## config.mk

```make
export PLATFORM = sky130hd
export DESIGN_NAME = hilo_ctrl
export DESIGN_NICKNAME = d
export VERILOG_FILES = /design/src/rtl/hilo_ctrl.sv
export SDC_FILE = /design/constraint.sdc
export NUM_CORES = 1
export LEC_CHECK = 0
export BUFFER_PORTS_ARGS = -buffer_cell sky130_fd_sc_hd__buf_4
export CAP_MARGIN = 10
export CORE_ASPECT_RATIO = 0.6
export CORE_MARGIN = 4
export CORE_UTILIZATION = 45
export CTS_CLUSTER_SIZE = 24
export DETAILED_ROUTE_END_ITERATION = 10
export PLACE_DENSITY = 0.77
export SYNTH_ARGS = -nofsm -noshare
export SYNTH_HDL_FRONTEND = slang
export SYNTH_SLANG_ARGS = --single-unit
```

## constraint.sdc

```tcl
create_clock -name clk -period 2.2 [get_ports clk]
set_input_delay 0.44 -clock clk [delete_from_list [all_inputs] [get_ports clk]]
set_output_delay 0.44 -clock clk [all_outputs]
set_load 0.01 [all_outputs]
```

## src/rtl/hilo_ctrl.sv

```systemverilog
// HI/LO owner: sequences the shared multiplier and divider for MULT/MULTU/DIV/DIVU/MTHI/MTLO
// and commits their results to the architectural HI/LO registers.
module hilo_ctrl #(
  parameter int MUL_LAT = 1
) (
  input  logic        clk,
  input  logic        rst,
  input  logic        flush,
  input  logic        req_valid,
  output logic        req_ready,
  input  logic [5:0]  req_op,
  input  logic [31:0] req_src1,
  input  logic [31:0] req_src2,
  output logic [1:0]  mul_op,
  output logic [31:0] mul_src1,
  output logic [31:0] mul_src2,
  input  logic [63:0] mul_result,
  output logic [1:0]  div_op,
  output logic [31:0] dividend,
  output logic [31:0] divisor,
  output logic        div_in_valid,
  input  logic [63:0] div_result,
  input  logic        div_out_valid,
  output logic        div_out_ready,
  output logic [31:0] hi_rdata,
  output logic [31:0] lo_rdata,
  output logic        hilo_busy
);

  typedef enum logic [2:0] {
    IDLE,
    MUL,
    DIV_ISSUE,
    DIV_WAIT,
    DIV_DRAIN
  } state_t;

  localparam logic [3:0] CNT_LAST = 4'(MUL_LAT - 1);

  state_t      state;
  logic [3:0]  cnt;
  logic [31:0] hi;
  logic [31:0] lo;
  logic        accept;
  logic        op_onehot;

  // NOTE: ready depends combinationally on flush so a flushed cycle can never accept.
  assign req_ready = (state == IDLE) && !flush;
  assign accept    = req_valid && req_ready;
  // Malformed encodings (no bit or several bits set) are accepted but do nothing.
  assign op_onehot = (req_op != 6'd0) && ((req_op & (req_op - 6'd1)) == 6'd0);

  assign hilo_busy = (state != IDLE);
  assign hi_rdata  = hi;
  assign lo_rdata  = lo;

  // NOTE: sequential state uses non-blocking assignments only; every register, including
  // operands, is cleared by the synchronous reset so an abandoned operation leaves no trace.
  always_ff @(posedge clk) begin
    if (rst) begin
      state         <= IDLE;
      cnt           <= 4'd0;
      hi            <= 32'd0;
      lo            <= 32'd0;
      mul_op        <= 2'd0;
      mul_src1      <= 32'd0;
      mul_src2      <= 32'd0;
      div_op        <= 2'd0;
      dividend      <= 32'd0;
      divisor       <= 32'd0;
      div_in_valid  <= 1'b0;
      div_out_ready <= 1'b0;
    end else begin
      case (state)
        IDLE: begin
          if (accept && op_onehot) begin
            if (req_op[5]) hi <= req_src1;
            if (req_op[4]) lo <= req_src1;
            if (|req_op[1:0]) begin
              mul_op   <= req_op[1:0];
              mul_src1 <= req_src1;
              mul_src2 <= req_src2;
              cnt      <= 4'd0;
              state    <= MUL;
            end
            if (|req_op[3:2]) begin
              div_op       <= req_op[3:2];
              dividend     <= req_src1;
              divisor      <= req_src2;
              div_in_valid <= 1'b1;
              state        <= DIV_ISSUE;
            end
          end
        end
        MUL: begin
          if (flush) begin
            mul_op <= 2'd0;
            state  <= IDLE;
          end else if (cnt == CNT_LAST) begin
            hi     <= mul_result[63:32];
            lo     <= mul_result[31:0];
            mul_op <= 2'd0;
            state  <= IDLE;
          end else begin
            cnt <= cnt + 4'd1;
          end
        end
        DIV_ISSUE: begin
          div_in_valid  <= 1'b0;
          div_out_ready <= 1'b1;
          state         <= flush ? DIV_DRAIN : DIV_WAIT;
        end
        DIV_WAIT: begin
          if (div_out_valid) begin
            if (!flush) begin
              hi <= div_result[63:32];
              lo <= div_result[31:0];
            end
            div_out_ready <= 1'b0;
            div_op        <= 2'd0;
            state         <= IDLE;
          end else if (flush) begin
            state <= DIV_DRAIN;
          end
        end
        DIV_DRAIN: begin
          // Operands and div_op stay put until the divider hands back its (discarded) result.
          if (div_out_valid) begin
            div_out_ready <= 1'b0;
            div_op        <= 2'd0;
            state         <= IDLE;
          end
        end
        default: state <= IDLE;
      endcase
    end
  end

endmodule

```

==> impl_metrics.json, run 1 <==
{
  "synthMuxAreaShare_pct": 7.19,
  "drt-total-wl_um": 33600,
  "ys_async_sr_fraction_pct": 0,
  "insertion_delay_ps": 480,
  "crit_type": "reg -> reg",
  "fin_ws_ps": 123,
  "core_region_area_mm2": 0.0194,
  "rows": 39,
  "synth_top_family_by_area": "compound AO/OA/AOI/OAI gates",
  "grtUsageTotal_pct": 27.7,
  "p_comb_share_pct": 9.0,
  "cts_num_sinks": 205,
  "setup_viol": 0,
  "cap_viol_max_count": 0,
  "ys_seq_area_share_pct": 45.4,
  "die_h_um": 118,
  "syn_nets": 1315,
  "worst-r2r-setup-slack_ps": 120,
  "ff_latch_area_mm2": 0.00411,
  "drive_gt1_share_pct": 32.9,
  "yosys.area_share.simple_pct": 16.5,
  "drc_errors": 0,
  "antenna_cells": 0,
  "syn_to_final_growth_pct": 43.4,
  "min_path_type": "in -> reg",
  "nFillCells": 1601,
  "r2r_end": "hi_rdata[28]",
  "syn_area_mm2": 0.00904,
  "synth_seq_cells": 205,
  "grt_remaining_overflow": 0,
  "start_util_pct": 46.7,
  "rsz0062_at_grt": "false",
  "viasPerCell": 5.53,
  "switching_share_pct": 22.9,
  "drtIter0Drc": 775,
  "finalMaxSlewViolations": 0,
  "grt_pass1_vias": 9150,
  "ff2ff_path_depth": 8,
  "die_w_um": 191,
  "post-place-ws_ps": 118,
  "synthAdderAreaFrac_pct": 0.277,
  "synth_edf_count": 0,
  "fmax_mhz": 481,
  "fin_cells": 1735,
  "setup.worst_path.start_class": "flip-flop",
  "worst_pin_slew_ps": 574,
  "nets": 1663,
  "cts_tree": "built",
  "antenna_found_initial": 0,
  "synth_cells": 1110,
  "hold_viol": 0,
  "cp-end-kind": "flip-flop",
  "fin_crit_sh_pct": 94.4,
  "synth-compound-area-share_pct": 24.0,
  "grt_pass1_wl_um": 50900,
  "clock-skew-final_ps": 8.20,
  "ys_warn_count": 0,
  "final_area_mm2": 0.0130,
  "h-tree-depth": 1,
  "synth_ff_type": "dfxtp_1",
  "critPathArrivalTime_ps": 2480,
  "multi_input_area_mm2": 0.00439,
  "holdBufCountCts": 0,
  "p_clk_share_pct": 43.7,
  "cellPowerDensity_mw_per_mm2": 613,
  "dpl_cell_area_mm2": 0.0123,
  "synth_xor_area_share_pct": 0.194,
  "hold_slack_ps": 209,
  "holdPathStages": 3,
  "vias": 9597,
  "avgSynthCellArea_um2": 8.15,
  "wl_per_cell_um": 19.4,
  "p_sw_mw": 1.82,
  "rr_startpoint": "cnt[0]",
  "cts_made_buffers": 20,
  "relSlewSlack_pct": 61.7,
  "cts-root-buf": "clkbuf_16",
  "p_leak_nw": 5.02,
  "min_from": "req_src2[16]",
  "intPower_mw": 6.13,
  "portBuffers": 402,
  "ant_nets": 0,
  "synth_cell_type_count": 50,
  "firstDrtPassIters": 5,
  "place.gp.congestion": 0.900,
  "ios": 403,
  "holdPathEnd": "divisor[16]",
  "dp_hpwl_um": 23800,
  "critPathMaxFanout": 25,
  "placed_cells": 1699,
  "period_needed_ps": 2080,
  "grt_max_degree": 91,
  "die_area_mm2": 0.0225,
  "ir_drop_v": 0.000464,
  "fin_tns_setup_ps": 0,
  "status": "complete, no violations",
  "p_seq_share_pct": 47.2,
  "clockBufferDepth": 3,
  "cp.required_ps": 2610,
  "cts.clk_slew.worst_paths_ps": 60
}
[area by class of cell]
cell class                      count  area share [%]
Clock buffer                       28            4.65
Clock inverter                      5           0.424
Inverter                            6           0.174
Multi-Input combinational cell    791            33.9
Sequential cell                   205            31.7
Tap cell                          266            2.57
Timing Repair Buffer              434            26.6
[cells in the mapped netlist, drive strengths merged (2+ instances only)]
| cell | count | area (um2) |
|---|---|---|
| nor3 | 3 | 26.3 |
| dfxtp | 205 | 4100 |
| clkbuf | 59 | 221 |
| a21oi | 200 | 1000 |
| and3b | 2 | 17.5 |
| mux2i | 65 | 651 |
| ha | 2 | 25.0 |
| nand4 | 2 | 12.5 |
| nor2b | 4 | 25.0 |
| buf | 49 | 339 |
| inv | 6 | 22.5 |
| o2111ai | 64 | 567 |
| nor3b | 3 | 27.5 |
| nand3 | 5 | 25.0 |
| nor4b | 3 | 32.5 |
| and4 | 2 | 17.5 |
| o211ai | 4 | 30.0 |
| nor2 | 7 | 26.3 |
| o21ai | 70 | 350 |
| a221o | 2 | 20.0 |
| nand2 | 331 | 1240 |
| o41ai | 3 | 63.8 |
| a41oi | 3 | 41.3 |
| xor2 | 2 | 17.5 |
[per-layer routing]
layer / wire, um / up-vias / track usage (%)
met1: 13400 / 4499 / 35.6
met3: 3500 / 50 / 8.21
met4: 602 / 0 / 5.47
met5: 0 / - / 0
li1: - / 4575 / -
met2: 16100 / 473 / 46.5
[kinds of logic (layout without fill, tap and decap cells)]
family          count (synthesis)  count (layout)
compound gates                355             355
xor+xnor                        2               2
fa+ha+maj                       2               2
buf+inv                       114             473
flops                         205             205
mux                            65              65
simple gates                  367             367
[flip-flops by register name, indices dropped and copies added (netlist names)]
name and count:
state 3, dividend 32, divisor 32, div_out_ready 1, div_op 2, lo_rdata 32, mul_op 2, mul_src2 32
div_in_valid 1, mul_src1 32, hi_rdata 32, cnt 4
[worst max path at each step]
stage               startpoint           end  slack, ps  depth (start not counted)
floorplan               cnt[0]   hi_rdata[0]        200                          8
global placement         flush  hi_rdata[14]        170                          6
detailed placement   req_op[2]  hi_rdata[10]        120                          6
CTS                   state[2]     req_ready         90                          4
global route          state[0]     req_ready         10                          4
finish                  cnt[0]  hi_rdata[28]        120                          8
[what timing repair did]
item,CTS,global route
buffers inserted,0,2
gates resized for setup,0,1
setup endpoints to repair,0,4
[power by group through the flow]
stage	clock network, mW	logic (mW)	registers, mW
after floorplan	0	0.230	3.85
after global placement	0	0.701	3.84
after detailed placement	0	0.707	3.84
after CTS	3.53	0.709	3.76
after global routing	3.69	0.767	3.76
final	3.48	0.719	3.76
[stage by stage]
stage	utilization [%]	power [mW]
5_1_grt	67.0	8.21
3_5_place_dp	63.3	4.55
3_3_place_gp	63.3	4.54
2_1_floorplan	-	4.08
6_report	67.0	7.95
4_1_cts	66.7	8.00
[critical path, stage by stage, from the launching register on]
cell and delay, ps:
dfxtp_1 330, inv_1 80, ha_1 140, or3b_4 420
a221oi_4 340, buf_4 170, clkbuf_16 210, o2111ai_1 150
a21oi_1 150
[cells in the final DEF (no fill, tap or decap), types with 7 or more instances in the layout]
master,n
o2111ai_1,63
dfxtp_1,204
o21ai_1,64
mux2i_1,65
clkbuf_16,23
a21oi_1,199
nor2_1,7
nand2_1,331
buf_4,418
buf_12,14
Note: power is estimated with default switching activity, not from simulation.
==> run 2: changes to the inputs <==
--- a/config.mk
+++ b/config.mk
@@ -9,10 +9,10 @@
 export CAP_MARGIN = 10
 export CORE_ASPECT_RATIO = 0.6
 export CORE_MARGIN = 4
-export CORE_UTILIZATION = 45
+export CORE_UTILIZATION = 48
 export CTS_CLUSTER_SIZE = 24
 export DETAILED_ROUTE_END_ITERATION = 10
-export PLACE_DENSITY = 0.77
+export PLACE_DENSITY = 0.81
 export SYNTH_ARGS = -nofsm -noshare
 export SYNTH_HDL_FRONTEND = slang
 export SYNTH_SLANG_ARGS = --single-unit
==> run 2 against run 1 <==
Compared with the run above:
- final area shrank 0.36%
- routed wire length grew 1.1%
- maximum frequency grew 0.73%
- die area shrank 5.9%
- critical path depth is the same
- register-to-register slack is essentially flat
- combinational power grew 0.7%
- utilization grew 3.8 points
- cell count shrank 1.1%
- setup slack gained 15 ps
- sequential power is essentially flat
- critical endpoint is now hi_rdata[8]
==> impl_metrics.json, run 2 (synthesis gave the netlist of run 1 again) <==
{
  "status": "complete, no violations",
  "grt_remaining_overflow": 0,
  "portBuffers": 402,
  "p_total_mw": 7.65,
  "grtUsageTotal_pct": 29.6,
  "cts_made_buffers": 19,
  "cts-root-buf": "clkbuf_16",
  "fin_tns_setup_ps": 0,
  "worst_pin_slew_ps": 506,
  "grt_pass1_wl_um": 50500,
  "drtIter0Drc": 825,
  "rr_startpoint": "cnt[0]",
  "setup.worst_path.start_class": "flip-flop",
  "dp_hpwl_um": 24100,
  "clockBufferDepth": 3,
  "cap_viol_max_count": 0,
  "drt-total-wl_um": 34000,
  "r2r_end": "hi_rdata[8]",
  "vias": 9653,
  "wl_per_cell_um": 19.8,
  "antenna_found_initial": 0,
  "nets": 1668,
  "min_path_type": "in -> reg",
  "core_region_area_mm2": 0.0183,
  "grt_max_degree": 85,
  "grt_pass1_vias": 9401,
  "cts_num_sinks": 205,
  "final_common_cell": "buf_4",
  "critPathMaxFanout": 30,
  "critPathArrivalTime_ps": 2480,
  "crit_start": "cnt[0]",
  "p_leak_nw": 5.03,
  "cts_tree": "built",
  "h-tree-depth": 1,
  "clock-skew-final_ps": 13.7,
  "antenna_cells": 0,
  "period_needed_ps": 2060,
  "syn_to_final_growth_pct": 42.9,
  "holdBufCountCts": 0,
  "die_w_um": 185,
  "ir_drop_v": 0.000474,
  "drc_errors": 0,
  "crit_end": "hi_rdata[8]",
  "worst-r2r-setup-slack_ps": 140,
  "finalMaxSlewViolations": 0,
  "dpl_cell_area_mm2": 0.0123,
  "firstDrtPassIters": 8,
  "ff2ff_path_depth": 8,
  "cp.required_ps": 2610,
  "viasPerCell": 5.63,
  "relSlewSlack_pct": 66.2,
  "rows": 38,
  "setup_viol": 0,
  "final_area_mm2": 0.0129,
  "drive_gt1_share_pct": 33.3,
  "start_util_pct": 49.5,
  "insertion_delay_ps": 490,
  "fmax_mhz": 485,
  "cp-end-kind": "flip-flop",
  "ios": 403,
  "rsz0062_at_grt": "false",
  "die_area_mm2": 0.0212,
  "cts.clk_slew.worst_paths_ps": 70,
  "ant_nets": 0,
  "crit_type": "reg -> reg",
  "fin_crit_sh_pct": 93.7,
  "hold_viol": 0,
  "final_cell_mix": "buf_4, nand2_1, dfxtp_1",
  "place.gp.congestion": 0.878,
  "die_h_um": 114,
  "cellPowerDensity_mw_per_mm2": 592
}
-- run 2: per-stage QoR --
stage	instances	hold WS, ps	util (%)	setup slack, ps
final	1716	200	70.8	138
after global routing	1716	194	70.8	41.3
after CTS	1710	186	70.4	73.4
after detailed placement	1676	447	67.2	99.7
after global placement	1676	443	67.2	160
after floorplan	1110	467	-	202
-- run 2: metal layers --
metal / routed length (um) / global-route usage (%) / share of wire [%] / vias up
met1: 13500 / 37.9 / 40 / 4514
met3: 3290 / 6.63 / 9.7 / 55
li1: - / - / - / 4597
met4: 822 / 7.77 / 2.4 / 0
met5: 0 / 0 / 0 / -
met2: 16400 / 50.8 / 48 / 487
-- run 2: layout make-up --
| cell class | instances | area [um2] |
|---|---|---|
| fillers | 1463 | 5330 |
| clock inverters | 9 | 58.8 |
| repair buffers | 440 | 3510 |
| multi-input cells | 791 | 4390 |
| clock buffers | 25 | 528 |
| inverters | 6 | 22.5 |
| flip-flops and latches | 205 | 4110 |
| well taps | 240 | 300 |
-- run 2: timing repair --
item	in CTS	in global routing
setup buffers	0	5
resized for setup	0	1
endpoints found under the setup margin	0	2
-- run 2: worst min path at each step --
stage	endpoint	cells past startpoint	slack, ps	start
6_report	divisor[8]	3	200	req_src2[8]
5_1_grt	mul_src2[5]	3	190	req_src2[5]
4_1_cts	divisor[8]	3	190	req_src2[8]
3_5_place_dp	mul_src2[17]	2	450	mul_src2[17]
3_3_place_gp	divisor[14]	2	440	divisor[14]
2_1_floorplan	cnt[2]	1	470	cnt[2]
-- run 2: power breakdown --
part	internal (mW)	switching (mW)
logic	0.367	0.356
clock network	1.71	1.46
registers	3.74	0.0182
total	5.82	1.83
-- run 2: worst max-delay path, stage by stage, from the launching register on --
cell	delay, ps
dfxtp_1	340
inv_1	90
ha_1	150
or3b_4	420
a221oi_4	330
buf_4	170
buf_12	180
o2111ai_1	140
a21oi_1	160
